===== src/rtl/pe_stream_pkg.sv =====
// pe_stream_feeder shared types.
// State encoding, width defaults, issue-period helper.
package pe_stream_pkg;

  localparam int II_WIDTH_DEF  = 4;
  localparam int CNT_WIDTH_DEF = 16;

  typedef enum logic [1:0] {
    ST_IDLE,
    ST_RUN,
    ST_DONE
  } state_e;

  // An II of zero is meaningless; run it as back-to-back.
  function automatic int unsigned period_of(
    input int unsigned ii
  );
    return (ii == 0) ? 32'd1 : ii;
  endfunction

endpackage


===== src/rtl/stream_fifo.sv =====
// Small synchronous FIFO for the stream feeder.
// Registered ready, count-based full/empty.
module stream_fifo #(
  parameter int size  = 32,
  parameter int DEPTH = 8
) (
  input  logic            clk,
  input  logic            reset,
  input  logic            push,
  input  logic [size-1:0] wdata,
  input  logic            pop,
  output logic [size-1:0] rdata,
  output logic            empty,
  output logic            ready
);

  localparam int AW = $clog2(DEPTH);
  localparam logic [AW:0] FULL_CNT = (AW+1)'(DEPTH);

  logic [AW-1:0]   wp_q, wp_d;
  logic [AW-1:0]   rp_q, rp_d;
  logic [AW:0]     cnt_q, cnt_d;
  logic            rdy_q, rdy_d;
  logic            do_push;
  logic            do_pop;
  logic [size-1:0] mem_q [DEPTH];

  assign empty = (cnt_q == '0);
  assign ready = rdy_q;
  assign rdata = mem_q[rp_q];

  // Pointer/occupancy update; ready looks at next occupancy.
  always_comb begin
    do_push = push && rdy_q;
    do_pop  = pop && !empty;
    wp_d    = do_push ? wp_q + 1'b1 : wp_q;
    rp_d    = do_pop ? rp_q + 1'b1 : rp_q;
    cnt_d   = cnt_q;
    if (do_push && !do_pop) begin
      cnt_d = cnt_q + 1'b1;
    end else if (!do_push && do_pop) begin
      cnt_d = cnt_q - 1'b1;
    end
    rdy_d = (cnt_d != FULL_CNT);
  end

  // Control state; ready held low through reset.
  always_ff @(posedge clk or negedge reset) begin
    if (!reset) begin
      wp_q  <= '0;
      rp_q  <= '0;
      cnt_q <= '0;
      rdy_q <= 1'b0;
    end else begin
      wp_q  <= wp_d;
      rp_q  <= rp_d;
      cnt_q <= cnt_d;
      rdy_q <= rdy_d;
    end
  end

  // Storage array, no reset needed.
  always_ff @(posedge clk) begin
    if (do_push) begin
      mem_q[wp_q] <= wdata;
    end
  end

endmodule


===== src/rtl/pe_stream_feeder.sv =====
// Fixed-II stream feeder in front of a PE input.
// FIFO-buffered, stalls and flags underrun on starvation.
module pe_stream_feeder
  import pe_stream_pkg::*;
#(
  parameter int size      = 32,
  parameter int DEPTH     = 8,
  parameter int II_WIDTH  = II_WIDTH_DEF,
  parameter int CNT_WIDTH = CNT_WIDTH_DEF
) (
  input  logic                 clk,
  input  logic                 reset,
  input  logic [size-1:0]      in_data,
  input  logic                 in_valid,
  output logic                 in_ready,
  input  logic                 start,
  input  logic [II_WIDTH-1:0]  ii,
  input  logic [CNT_WIDTH-1:0] count,
  output logic [size-1:0]      out0,
  output logic                 out_valid,
  output logic                 busy,
  output logic                 done,
  output logic                 underrun
);

  state_e               state_q, state_d;
  logic [II_WIDTH-1:0]  period_q, period_d;
  logic [II_WIDTH-1:0]  slot_q, slot_d;
  logic [CNT_WIDTH-1:0] rem_q, rem_d;
  logic [size-1:0]      out0_q, out0_d;
  logic                 ov_q, ov_d;
  logic                 busy_q, busy_d;
  logic                 done_q, done_d;
  logic                 und_q, und_d;
  logic                 pop;
  logic                 f_empty;
  logic [size-1:0]      f_rdata;

  stream_fifo #(
    .size  (size),
    .DEPTH (DEPTH)
  ) u_fifo (
    .clk   (clk),
    .reset (reset),
    .push  (in_valid),
    .wdata (in_data),
    .pop   (pop),
    .rdata (f_rdata),
    .empty (f_empty),
    .ready (in_ready)
  );

  assign out0      = out0_q;
  assign out_valid = ov_q;
  assign busy      = busy_q;
  assign done      = done_q;
  assign underrun  = und_q;

  // Next-state: start latch, slot countdown, issue or stall.
  always_comb begin
    state_d  = state_q;
    period_d = period_q;
    slot_d   = slot_q;
    rem_d    = rem_q;
    out0_d   = out0_q;
    und_d    = und_q;
    ov_d     = 1'b0;
    pop      = 1'b0;
    busy_d   = (state_q != ST_IDLE);
    done_d   = (state_q == ST_DONE);
    unique case (state_q)
      ST_IDLE: begin
        if (start) begin
          period_d = II_WIDTH'(period_of(32'(ii)));
          rem_d    = count;
          und_d    = 1'b0;
          slot_d   = '0;
          state_d  = (count == '0) ? ST_DONE : ST_RUN;
        end
      end
      ST_RUN: begin
        if (slot_q == '0) begin
          if (!f_empty) begin
            pop    = 1'b1;
            out0_d = f_rdata;
            ov_d   = 1'b1;
            rem_d  = rem_q - 1'b1;
            slot_d = period_q - 1'b1;
            if (rem_q == CNT_WIDTH'(1)) begin
              state_d = ST_DONE;
            end
          end else begin
            und_d = 1'b1;
          end
        end else begin
          slot_d = slot_q - 1'b1;
        end
      end
      ST_DONE: begin
        state_d = ST_IDLE;
      end
      default: begin
        state_d = ST_IDLE;
      end
    endcase
  end

  // FSM and registered outputs.
  always_ff @(posedge clk or negedge reset) begin
    if (!reset) begin
      state_q  <= ST_IDLE;
      period_q <= '0;
      slot_q   <= '0;
      rem_q    <= '0;
      out0_q   <= '0;
      ov_q     <= 1'b0;
      busy_q   <= 1'b0;
      done_q   <= 1'b0;
      und_q    <= 1'b0;
    end else begin
      state_q  <= state_d;
      period_q <= period_d;
      slot_q   <= slot_d;
      rem_q    <= rem_d;
      out0_q   <= out0_d;
      ov_q     <= ov_d;
      busy_q   <= busy_d;
      done_q   <= done_d;
      und_q    <= und_d;
    end
  end

endmodule


===== config.mk =====
export PLATFORM = sky130hd
export DESIGN_NAME = pe_stream_feeder
export DESIGN_NICKNAME = d
export VERILOG_FILES = /design/src/rtl/pe_stream_pkg.sv /design/src/rtl/stream_fifo.sv /design/src/rtl/pe_stream_feeder.sv
export SDC_FILE = /design/constraint.sdc
export NUM_CORES = 1
export LEC_CHECK = 0
export ABC_AREA = 1
export ABC_CLOCK_PERIOD_IN_PS = 4000
export BUFFER_PORTS_ARGS = -buffer_cell sky130_fd_sc_hd__buf_2
export CAP_MARGIN = 20
export CORE_UTILIZATION = 45
export CTS_BUF_LIST = sky130_fd_sc_hd__clkbuf_4 sky130_fd_sc_hd__clkbuf_8 sky130_fd_sc_hd__clkbuf_16
export CTS_CLUSTER_SIZE = 14
export DETAILED_ROUTE_END_ITERATION = 16
export GPL_TIMING_DRIVEN = 0
export PLACE_DENSITY = 0.73
export REMOVE_ABC_BUFFERS = 1
export SETUP_SLACK_MARGIN = 0.4
export SLEW_MARGIN = 20
export SYNTH_ARGS = -nofsm -noshare
export SYNTH_HDL_FRONTEND = slang
export SYNTH_SLANG_ARGS = --single-unit

===== constraint.sdc =====
create_clock -name clk -period 4 [get_ports clk]
set_clock_uncertainty 0.15 [all_clocks]
set_input_delay 0.6 -clock clk [delete_from_list [all_inputs] [get_ports clk]]
set_output_delay 0.6 -clock clk [all_outputs]
set_load 0.02 [all_outputs]

# Word level (Yosys, flattened, before mapping)

Memories as Yosys holds them, arrays and structs flattened. A register that Yosys moved wholly into a read port is not among the register bits.
Cells that the tools add are included.

Add/sub/neg operators: 7
Multiply operators: 0
Div/mod/pow operators: 0
Magnitude comparators: 0
Eq/ne operators: 10
Shifts and indexed selects: 0
Mux-type cells: 26
Bitwise logic cells: 1
Reduce and logical (&&, ||, !) cells: 21

Operators by type and width:

| cell                                                  | count |
|---|---|
| two-way mux 16 bit                                    | 3 |
| case mux 16 bit (2 select lines)                      | 1 |
| two-way mux 4 bit                                     | 6 |
| equality test 16 x 1 -> 1 bit (second input constant) | 1 |
| logical NOT 16 bit                                    | 1 |
| subtractor 16 x 1 -> 16 bit (second input constant)   | 1 |
| logical NOT 4 bit                                     | 3 |
| AND reduction 4 bit                                   | 3 |
| subtractor 4 x 1 -> 4 bit (second input constant)     | 3 |
| two-way mux 2 bit                                     | 5 |
| inequality test 2 bit (second input constant)         | 5 |
| two-way mux 1 bit                                     | 8 |
| case mux 4 bit (2 select lines)                       | 1 |
| adder 3 x 1 -> 3 bit (second input constant)          | 2 |
| AND reduction 3 bit                                   | 2 |
| adder 4 x 1 -> 4 bit (second input constant)          | 1 |
| logical AND 1 bit                                     | 4 |
| logical NOT 1 bit                                     | 4 |
| inequality test 4 bit (second input constant)         | 1 |
| case mux 2 bit (2 select lines)                       | 1 |
| nonzero test 2 bit                                    | 2 |
| inequality test 3 bit (second input constant)         | 1 |
| equality test 2 x 1 -> 1 bit (second input constant)  | 1 |
| equality test 2 bit (second input constant)           | 1 |
| 4 further kinds                                       | 4 |

Flip-flop bits (word level): 41
Bits in latches: 0
Memory bits (writable): 256
ROM bits: 0
Bits of input ports: 56
Output and inout bits: 37
Word-level logic and storage cells: 78
Memories kept: 1

Memories:

| memory       | depth | width | read ports | clocked after Yosys merged registers in | wr ports | RTL line          | RTL |
|---|---|---|---|---|---|---|---|
| u_fifo.mem_q | 8     | 32    | 1          | 1                                       | 1        | stream_fifo.sv:26 | `logic [size-1:0] mem_q [DEPTH];` |

# Depth between registers and ports, before layout

Depth after elaboration: 9
Gate-level depth with buffers: 11
Depth with buffers taken out: 11

# Modules after synthesis

A second synthesis with hierarchy kept.

Cells, all modules: 1236
Area total of the unflattened synthesis: 13644.3 um^2

Modules (own cells, without submodules):

| module           | times used | cells each | area an instance (um^2) | sequential area each (um^2) |
|---|---|---|---|---|
| stream_fifo      | 1          | 813        | 10523.8                 | 7962.6 |
| pe_stream_feeder | 1          | 423        | 3120.5                  | 1551.5 |

# Least setup slack after synthesis

OpenSTA, ideal clock, no wires.

Kind: input to register
Start point: in in_valid
End point: mem u_fifo.mem_q[0][0], enable pin
Setup time: 421 ps
Arrival: 2434 ps
Required time: 3429 ps
Slack: 995 ps
Stages: 3
Buffers on the path: 0
Cell sequence: nand2_1 or2_2 nor2_1

Cells in the longest elaborated chain, start to end: 3

Ends and longest elaborated chain:

| what                                    | RTL line               | RTL |
|---|---|---|
| start, declared                         | pe_stream_feeder.sv:14 | `input logic in_valid,` |
| logical AND 1 bit                       | stream_fifo.sv:34      | `do_push = push && rdy_q;` |
| two-way mux 1 bit                       | stream_fifo.sv:64      | `if (do_push) begin` |
| two-way mux 1 bit (implied by the code) | stream_fifo.sv:65      | `mem_q[wp_q] <= wdata;` |
| end, declared                           | stream_fifo.sv:26      |  |

No other way between the ends.

# Worst setup path in the final report

Start point: reg u_fifo.rdy_q (netlist: u_fifo.ready)
End point: mem u_fifo.mem_q[7][13], enable pin

Cells in the longest elaborated chain, start to end: 3

Ends and longest elaborated chain:

| what                                    | RTL line          | RTL |
|---|---|---|
| start, declared                         | stream_fifo.sv:23 | `logic rdy_q, rdy_d;` |
| start signal, assigned                  | stream_fifo.sv:58 | `rdy_q <= rdy_d;` |
| logical AND 1 bit                       | stream_fifo.sv:34 |  |
| two-way mux 1 bit                       | stream_fifo.sv:64 |  |
| two-way mux 1 bit (implied by the code) | stream_fifo.sv:65 |  |

No other way between the ends.

==> out/metrics.cfg <==
[outcome]
outcome = completed

[sta]
fin_setup_tns_ns = 0
fin_crit_sh = 0.606
tightest_slew_ns = 0.721
max_freq_mhz = 412
worst_slack_ns = 1.58
final-max-slew-violation-count = 0
min_period_ns = 2.42
hold_viol = 0
max_slew_margin = 0.518
finalSetupViolations = 0
grt_setup_unrepaired = no

[pwr]
comb_power_share = 0.300
p_per_area_nw_per_um2 = 710
p_leak_nw = 6.45
power.switching_w = 0.00384
pwr-share-seq = 0.411
ir_drop_uv = 570
pwr-share-clk = 0.289
sw_frac_of_total = 0.334
intPower_w = 0.00764

[floorplanning]
dieWidth_um = 177
dieArea_um2 = 31200
die_y_um = 177
pin_count = 93
num_rows = 63
core_area_um2 = 29900
start_util = 0.460

[worst_setup_path]
end_kind = flop
start_kind = flop
crit_path_max_fanout = 17
required_ns = 4.07
worstSetupPathType = reg2reg
worstPathArrival_ns = 2.49

[worst_hold_path]
hold_class = in2reg

[grt]
grt_remaining_overflow = 0
grt_max_degree = 67
grt_first_pass_wirelength_um = 45400
grt_usage = 0.190
antenna_found_initial = 2
grt_pass1_vias = 8330

[drt]
vias_per_cell = 5.33
vias = 8760
drtAntennaViolNets = 0
drc = 0
routed_wl_um = 29300
drtPass1Iterations = 7
wire_per_inst_um = 17.9
first_iter_violations = 681

[clock_network]
clock_sinks = 329
cts_tree = built
cts_buffer_depth = 3
numCtsBuffers = 35
cts_resized = 0
cts_root_buf = clkbuf_16
clk_pin_slew_worst_paths_ns = 0.06
clock_latency_ns = 0.52
htree_levels = 2

[placement]
place_ws_ns = 1.25
port_buffers = 92
placed_cells = 1577
dpl.hpwl_um = 17100
finalWeightedCongestion = 0.876

[yosys]
postSynthCellCount = 1133
syn-cell-area_um2 = 13700
synth_seq_cells = 329
yosys_warnings = 0
seq_area_frac_synth = 0.692
avgSynthCellArea_um2 = 12.1
synth.distinct_cells = 37

[final_layout]
layout-drive-gt1-share = 0.168
syn_to_final_growth_pct = 17.7
fin_nets = 1288
final_common_cell = edfxtp_1
nFillCells = 2452
layout_common_cells = edfxtp_1, nand2_1, inv_1
fin_cells = 1643
multi_input_area_um2 = 3540
fin_util = 0.541
seq_area_um2 = 9520

[job]
cap_violations = 0

-- cell families (layout without fill, tap and decap cells) --
logic type	after synthesis	after routing	synth area share
flops	329	329	0.692
simple gates	304	304	0.0952
compound gates	257	257	0.109
buf+inv	176	294	0.0545
mux	50	50	0.0364
xor+xnor	10	10	0.00637
fa+ha+maj	7	7	0.00637
other cells	0	2	0
-- power groups by stage --
stage	Combinational [W]	Clock (W)	Sequential [W]
floorplan	0.00189	0	0.00512
global placement	0.00269	0	0.00510
detailed placement	0.00345	0	0.00477
CTS	0.00347	0.00337	0.00471
global route	0.00382	0.00353	0.00477
finish	0.00344	0.00332	0.00471
-- routing by layer --
layer	track usage	vias to the layer above	routed length [µm]
li1	-	4184	-
met1	0.255	4282	12900
met2	0.317	247	14300
met3	0.0357	45	1660
met4	0.0499	2	496
met5	0	-	10
-- critical path, stage by stage, from the launching register on --
cell and delay, ns:
dfrtp_1 0.37, nand2_1 0.20, inv_1 0.24, nand2_1 0.27, nor2_4 0.63, buf_16 0.25
-- layout make-up --
class,count,share of cell area
Antenna cell,2,0.000310
Clock buffer,52,0.0628
Clock inverter,11,0.0108
Inverter,118,0.0276
Multi-Input combinational cell,628,0.219
Sequential cell,329,0.589
Tap cell,390,0.0302
Timing Repair Buffer,113,0.0601
-- through the flow --
| step | power, W | cell area (µm²) | hold slack (ns) |
|---|---|---|---|
| 4_1_cts | 0.0116 | 16200 | 0.176 |
| 3_3_place_gp | 0.00779 | 14400 | 0.309 |
| 2_1_floorplan | 0.00702 | 13400 | 0.154 |
| 5_1_grt | 0.0121 | 16200 | 0.184 |
| 6_report | 0.0115 | 16200 | 0.190 |
| 3_5_place_dp | 0.00822 | 15000 | 0.311 |
-- worst paths after layout --
check | startpoint | depth (start not counted) | endpoint | slack [ns]
worst max-delay path | u_fifo.ready | 5 | u_fifo.mem_q[7][13] | 1.58
worst min-delay path | in_data[24] | 1 | u_fifo.mem_q[6][24] | 0.19
worst max register to register | u_fifo.ready | 5 | u_fifo.mem_q[7][13] | 1.58
worst min register to register | out0[14] | 2 | out0[14] | 0.32
max in group asynchronous | reset | 3 | u_fifo.rp_q[0] | 2.67
min in group asynchronous | reset | 2 | out0[28] | 0.40
-- repair_timing --
action                                 in CTS  in global routing
buffers inserted                            0                  0
hold buffers                                1                  0
endpoints found under the hold margin      23                  0
-- synth_stat cells (all sizes together) --
master    n  area share
nor2     63       0.018
dfrtp    73        0.13
clkbuf   27      0.0074
xnor2     2      0.0013
o21ai   101       0.037
or2       2     0.00091
o22ai     2     0.00091
a21oi    82       0.031
xor2      8      0.0051
clkinv    1     0.00027
nand4     3      0.0014
nand2   170       0.048
inv     117       0.032
edfxtp  256        0.56
a31oi     1     0.00046
buf      31       0.015
o31ai     2      0.0011
mux2i    50       0.036
o211ai   69       0.039
nor3      4      0.0015
nand3b    2      0.0011
ha        7      0.0064
nand3    60       0.023
-- flip-flops by register name, summed over array words and instances (netlist names), 2 cells and up --
register      flops
u_fifo.mem_q    256
out0             32
u_fifo.cnt_q      4
u_fifo.rp_q       3
period_q          4
state_q           2
rem_q            16
slot_q            4
u_fifo.wp_q       3
Power figures use the tool's default switching activity.
